**src/rtl/mem_stage.sv**
```systemverilog
// MEM stage: owns the stack pointer, drives the data-memory port and sequences
// 16-bit and two-cycle 32-bit (PC / flags) accesses, then registers the MEM/WB boundary.
module mem_stage #(
  parameter logic [31:0] SP_RESET = 32'h000F_FFFF
) (
  input  logic        clk,
  input  logic        reset,
  input  logic [31:0] PC_in,
  input  logic [15:0] Rdst1_val_in,
  input  logic [15:0] Rdst2_val_in,
  input  logic [15:0] Rsrc_val_in,
  input  logic [15:0] Rdst_val_in,
  input  logic [2:0]  Rdst1_in,
  input  logic [2:0]  Rdst2_in,
  input  logic        mem_read_in,
  input  logic        mem_write_in,
  input  logic        mem_type_in,
  input  logic        memToReg_in,
  input  logic        reglow_write_in,
  input  logic        reghigh_write_in,
  input  logic [1:0]  SP_src_in,
  input  logic        mem_addr_src_in,
  input  logic        mem_data_src_in,
  input  logic        PC_push_pop_in,
  input  logic        flags_push_pop_in,
  input  logic [15:0] mem_rdata_in,
  output logic [31:0] mem_addr_out,
  output logic [15:0] mem_wdata_out,
  output logic        mem_we_out,
  output logic        stall_out,
  output logic        stall_CCR_POP_out,
  output logic [3:0]  POP_flags_val_out,
  output logic        is_POP_flags_out,
  output logic [15:0] Rdst1_DATA_val_out,
  output logic [15:0] Rdst2_val_out,
  output logic [2:0]  Rdst1_out,
  output logic [2:0]  Rdst2_out,
  output logic        reglow_write_out,
  output logic        reghigh_write_out,
  output logic [31:0] ret_addr_out,
  output logic        do_ret_out
);
  typedef enum logic {IDLE, SECOND} state_t;

  state_t      state, state_nxt;
  logic [31:0] sp, sp_nxt, stack_addr, dw_data;
  logic [15:0] lo_hold, wb_data;
  logic        access, rd, dword, push, pop, bubble, ret_now;

  assign access  = mem_read_in | mem_write_in;
  assign rd      = mem_read_in & ~mem_write_in;  // write wins over read
  assign dword   = access & mem_type_in;
  assign push    = (SP_src_in == 2'b01);
  assign pop     = (SP_src_in == 2'b10);
  assign dw_data = PC_push_pop_in ? PC_in : {Rdst_val_in, Rsrc_val_in};
  assign ret_now = (state == SECOND) & rd & PC_push_pop_in;
  assign wb_data = (memToReg_in & rd) ? mem_rdata_in : Rdst1_val_in;

  always_comb begin
    state_nxt         = state;
    sp_nxt            = sp;
    stack_addr        = sp;
    mem_wdata_out     = mem_data_src_in ? Rdst_val_in : Rsrc_val_in;
    stall_out         = 1'b0;
    stall_CCR_POP_out = 1'b0;
    is_POP_flags_out  = 1'b0;
    bubble            = 1'b0;
    case (state)
      IDLE: begin
        if (pop) stack_addr = sp + 32'd1;
        if (dword) begin
          // High half first; SP moves once, at the end of the second cycle.
          state_nxt         = SECOND;
          stall_out         = 1'b1;
          bubble            = 1'b1;
          stall_CCR_POP_out = rd & flags_push_pop_in;
          mem_wdata_out     = dw_data[31:16];
        end else if (access) begin
          if (push)     sp_nxt = sp - 32'd1;
          else if (pop) sp_nxt = sp + 32'd1;
        end
      end
      SECOND: begin
        state_nxt        = IDLE;
        mem_wdata_out    = dw_data[15:0];
        is_POP_flags_out = rd & flags_push_pop_in;
        if (push) begin
          stack_addr = sp - 32'd1;
          sp_nxt     = sp - 32'd2;
        end else if (pop) begin
          stack_addr = sp + 32'd2;
          sp_nxt     = sp + 32'd2;
        end
      end
      default: state_nxt = IDLE;
    endcase
  end

  assign mem_addr_out      = mem_addr_src_in ? stack_addr
                           : ({16'b0, Rsrc_val_in} + {31'b0, state == SECOND});
  assign mem_we_out        = mem_write_in;
  assign POP_flags_val_out = mem_rdata_in[15:12];

  always_ff @(posedge clk) begin
    if (reset) begin
      state              <= IDLE;
      sp                 <= SP_RESET;
      lo_hold            <= '0;
      Rdst1_DATA_val_out <= '0;
      Rdst2_val_out      <= '0;
      Rdst1_out          <= '0;
      Rdst2_out          <= '0;
      reglow_write_out   <= 1'b0;
      reghigh_write_out  <= 1'b0;
      ret_addr_out       <= '0;
      do_ret_out         <= 1'b0;
    end else begin
      state              <= state_nxt;
      sp                 <= sp_nxt;
      if (state == IDLE && dword && rd) lo_hold <= mem_rdata_in;
      Rdst1_DATA_val_out <= wb_data;
      Rdst2_val_out      <= Rdst2_val_in;
      Rdst1_out          <= Rdst1_in;
      Rdst2_out          <= Rdst2_in;
      reglow_write_out   <= reglow_write_in & ~bubble;
      reghigh_write_out  <= reghigh_write_in & ~bubble;
      do_ret_out         <= ret_now;
      if (ret_now) ret_addr_out <= {4'b0, mem_rdata_in[11:0], lo_hold};
    end
  end
endmodule

```
**config.mk**
```make
export PLATFORM = sky130hd
export DESIGN_NAME = mem_stage
export DESIGN_NICKNAME = d
export VERILOG_FILES = /design/src/rtl/mem_stage.sv
export SDC_FILE = /design/constraint.sdc
export NUM_CORES = 1
export LEC_CHECK = 0
export BUFFER_PORTS_ARGS = -buffer_cell sky130_fd_sc_hd__buf_2
export CORE_MARGIN = 1
export CORE_UTILIZATION = 24
export CTS_CLUSTER_SIZE = 24
export DETAILED_ROUTE_END_ITERATION = 8
export MAX_ROUTING_LAYER = met4
export PLACE_DENSITY = 0.49
export SYNTH_ARGS = -nofsm -noshare
export SYNTH_HDL_FRONTEND = slang
export SYNTH_SLANG_ARGS = --single-unit
```
**constraint.sdc**
```tcl
create_clock -name clk -period 3.45 [get_ports clk]
set_input_delay 0.5175 -clock clk [delete_from_list [all_inputs] [get_ports clk]]
set_output_delay 0.5175 -clock clk [all_outputs]
set_load 0.01 [all_outputs]
```
Word level (Yosys, flattened, before mapping)
Index checks and enable logic that the tools add are counted.

Flip-flop bits (word level): 118. Bits of input ports: 132. Logic and storage cells: 56.

Reductions and logical operators: 3. $add $sub $neg: 5. Equal/unequal tests: 4. Multiplexer cells: 21. Bitwise operators: 12.

Operators with widths (count): 32-bit two-way mux (9); 32-bit case mux with 2 select lines (2); 16-bit two-way mux (3); 32-bit by 1-bit adder with 32-bit output, second input constant (1); 32-bit by 2-bit adder with 32-bit output, second input constant (1); 16-bit case mux with 2 select lines (1); 32-bit by 1-bit subtractor with 32-bit output, second input constant (1); 32-bit by 2-bit subtractor with 32-bit output, second input constant (1); 16-bit by 1-bit adder with 17-bit output (1); 1-bit AND (8); 1-bit two-way mux (5); 2-bit != test, second input constant (2); 1-bit inverter (3); 2-bit by 1-bit equality test with 1-bit output, second input constant (1); 2-bit equality test, second input constant (1); 1-bit logical AND (2); 1-bit case mux with 2 select lines (1); 2-bit AND reduction (1); 1-bit OR (1).

Longest topological paths before layout
Depth in word-level cells: 6. Depth in mapped cells: 9. Mapped depth without buffers: 8.

Worst setup path before layout
No wires, ideal clock.

Kind: reg2out. From: register sp[1]. To: output port mem_addr_out[7]. Buffers on the path: 1. Cell stages (with the launch flop): 10. Data required time: 2.932 ns. Path slack: 0.564 ns. Arrival: 2.369 ns. Cell sequence: dfxtp_1 > clkbuf_1 > inv_1 > ha_1 > or3b_2 > or4_1 > nor2_1 > o21ai_0 > xor2_1 > o21ai_0.

Cells in the longest elaborated chain, start to end: 5. Elaborated cells between the ends (all ways): 8. Classes of those cells: 3 x add/sub; 5 x mux.

RTL lines: from (decl) (RTL line 46) `logic [31:0] sp, sp_nxt, stack_addr, dw_data;`; from (signal assigned) (RTL line 119) `sp <= sp_nxt;`; 32-bit by 2-bit adder with 32-bit output (RTL line 91) `stack_addr = sp + 32'd2;`; 32-bit two-way mux; 32-bit two-way mux (RTL line 87) `if (push) begin`; 32-bit case mux with 2 select lines (*) (RTL line 68) `case (state)`; 32-bit two-way mux (*) (RTL line 99) `assign mem_addr_out = mem_addr_src_in ? stack_addr`; to (decl) (RTL line 27) `output logic [31:0] mem_addr_out,`.

Every way passes the cells marked *; elsewhere a longest branch is shown, timed or not.

Worst setup path in the final report
From: register sp[8]. To: output port mem_addr_out[20].

Same word-level chain as after synthesis.

==> qor.yml <==
outcome:
  run_status: "finished clean"
route:
  route.vias.total: 9520
  viasPerCell: 5.10
  drt-initial-drc-count: 662
  routed_wl_um: 35500
  ant_nets: 0
  wire_per_inst_um: 19.0
  drc: 0
  drtPass1Iterations: 5
power_and_ir_drop:
  power.sequential.fraction_pct: 34.0
  pwr_density_cell_nw_per_um2: 401
  p_sw_share_pct: 35.4
  switching_power_uw: 1540
  ir_worst_vdd_uv: 349
  power_leakage_uw: 0.00449
  power_report.internal_total_uw: 2810
  combPwrFrac_pct: 24.7
  p_clk_share_pct: 41.3
clock_network:
  cts_tree: "built"
  cts_hold_fix_bufs: 0
  insertion_delay_ps: 420
  cts.sink_count: 118
  number_of_buffers_created_by_cts: 17
  worst_setup_hold_path_clk_slew_ps: 70
  max-clock-path-buffers: 2
  h-tree-depth: 4
  ctsRootBufferMaster: "sky130_fd_sc_hd__clkbuf_16"
flow_run:
  drv.max_cap_violation_count: 0
sta:
  timing_worst_slew_pin_value_ps: 1040
  relative_slew_slack_pct: 30.7
  rsz_0062_raised_after_global_routing: "yes"
  setup-tns-final_ps: 0
  fin_worst_hold_slack_ps: 304
  fmax_ghz: 0.296
  fin_crit_ps: 3380
  timing_hold_violations_final: 0
  period_share_pct: 97.9
  final-max-slew-violation-count: 0
  post-route-worst-setup-slack_ps: 71.3
  setup_violations: 0
  clock_skew_ps: 11.7
global_routing:
  groute.usage.overall_pct: 20.4
  via_count_of_the_first_global_routing_pass: 8976
  grt_antenna_before_repair: 0
  maximum_number_of_pins_on_one_net_before_global_route_repair: 84
  grt-ovfl-total: 0
  grt_first_pass_wirelength_um: 54000
synthesis:
  number_of_enable_flip_flop_cells_after_synthesis: 0
  synth_seq_area_share_pct: 28.8
  syn_avg_cell_area_sq_um: 7.08
  gate_count_of_the_mapped_netlist: 1160
  ys_warn_count: 0
  mappedNetlistArea_sq_um: 8210
  ys_seq_elements: 118
  async_reset_ff_share_pct: 0
  synth_cell_types: 69
  dominantRegCellSynth: "sky130_fd_sc_hd__dfxtp_1"
floorplan:
  die_width_um: 187
  core_area_sq_um: 33600
  rows: 67
  die_y_um: 187
  start_util_pct: 24.4
  floorplan.die_area_sq_um: 35000
  io-pin-count: 261
worst_setup_path:
  path_buf_inv: 1
  cp_slowest_stage_delay_ps: 630
  timing.setup.critical_path_class: "flop to output pin"
  cp_slowest_cell: "sky130_fd_sc_hd__or4_4"
  startpoint_type_of_the_worst_setup_path: "flop"
  critical_path.cell_chain: "nand4_2 > or4_4 > or3_1 > a31oi_1 > mux2i_1 > buf_2"
  crit_path_max_fanout: 9
  worst_ep_arrival_ps: 2860
  cp_required_ps: 2930
  worst_path_dominant_cell_family: "simple AND/OR/NAND/NOR gates"
  end_kind: "output pin"
cells_and_area:
  area.growth.synth_to_final_pct: 32.2
  finalInstanceArea_sq_um: 10900
  final_cell_mix: "sky130_fd_sc_hd__buf_2 (255), sky130_fd_sc_hd__nand2_1 (198), sky130_fd_sc_hd__dfxtp_1 (111)"
  final_net_count: 1544
  most_common_cell_after_layout_fill_and_taps_aside: "sky130_fd_sc_hd__buf_2"
  num_antenna_cells: 0
  layout-drive-gt1-share_pct: 28.8
placement:
  routabilityCongestion: 0.948
  dp_worst_setup_slack_ps: 387
  dpl.hpwl_um: 26600
  io_buffer_count: 256
  postPlaceCellArea_sq_um: 10100
worst_hold_path:
  worst_min_path_class: "input port to flop"
-- worst paths after layout --
| check | from | endpoint | slack (ps) | cells past startpoint |
|---|---|---|---|---|
| min reg2reg | lo_hold[3]$_SDFFE_PP0P_ | ret_addr_out[3]$_SDFFE_PP0P_ | 440 | 2 |
| min | Rdst2_val_in[4] | Rdst2_val_out[4]$_SDFF_PP0_ | 300 | 2 |
| max reg2reg | sp[5]$_SDFFE_PP1P_ | sp[21]$_SDFFE_PP0P_ | 720 | 7 |
| max | sp[8]$_SDFFE_PP1P_ | mem_addr_out[20] | 70 | 6 |
-- logic make-up (layout without fill, tap and decap cells) --
family                     count (synthesis)  in the layout  synth area share, %
and+or+nand+nor                          547            547                 33.8
AOI/OAI and AO/OA                        276            276                 20.0
buffers and inverters                    122            378                 6.38
DFF                                      118            118                 28.8
xor gates and xnor gates                  63             63                 6.72
muxes                                     27             27                 3.34
adders and majority gates                  6              6                0.914
other                                      1              4               0.0457
-- cell usage after synthesis, drive strengths merged, types with 11 or more instances --
cell type / count / area [sq um]
o21ai: 73 / 365
nor2b: 29 / 181
and3: 16 / 100
nor3: 32 / 160
nand3: 42 / 215
dfxtp: 118 / 2360
inv: 17 / 63.8
or4: 11 / 82.6
nand2: 198 / 743
xor2: 35 / 307
nand4: 31 / 206
a21oi: 104 / 521
nor4: 31 / 246
or3: 26 / 163
clkbuf: 74 / 278
nor2: 82 / 315
mux2i: 24 / 240
buf: 30 / 179
o22ai: 24 / 150
xnor2: 28 / 245
-- power groups by stage --
stage                     registers, uW  clock network [uW]  logic (uW)
after global placement             1500                   0        1050
final                              1480                1800        1070
after floorplan                    1490                   0         603
after global routing               1490                1900        1160
after detailed placement           1500                   0        1040
after CTS                          1470                1860        1060
-- state kept, by name (all words and copies together) (netlist names) --
name	count
sp	32
ret_addr_out	28
Rdst1_DATA_val_out	16
Rdst2_val_out	16
lo_hold	16
Rdst1_out	3
Rdst2_out	3
do_ret_out	1
reghigh_write_out	1
reglow_write_out	1
state	1
-- layout make-up --
type	instances	area, sq um
sequential	118	2370
clock buffer	17	425
clock inverter	15	154
timing repair buffer	328	1840
tap	448	561
fill	3676	22800
inverter	18	67.6
multi-input combinational	923	5450
-- layer usage --
metal | track usage [%] | share of wire [%]
met5 | - | 0
met1 | 26.6 | 46
met3 | 3.17 | 5.7
met2 | 32.2 | 46
met4 | 6.68 | 2.7
-- per-stage QoR --
step	total power, uW	util [%]	cells
2_1_floorplan	2090	-	1163
3_3_place_gp	2560	30.2	1831
3_5_place_dp	2550	30.2	1831
4_1_cts	4390	32.0	1864
5_1_grt	4550	32.3	1867
6_report	4350	32.3	1867
-- what timing repair did --
| item | CTS | global route |
|---|---|---|
| buffers inserted | 1 | 3 |
| gates resized for setup | 6 | 21 |
| setup endpoints to repair | 9 | 13 |
| pin swaps | 1 | 2 |
| hold endpoints to repair | 0 | 0 |
(Power assumes the default switching activity.)
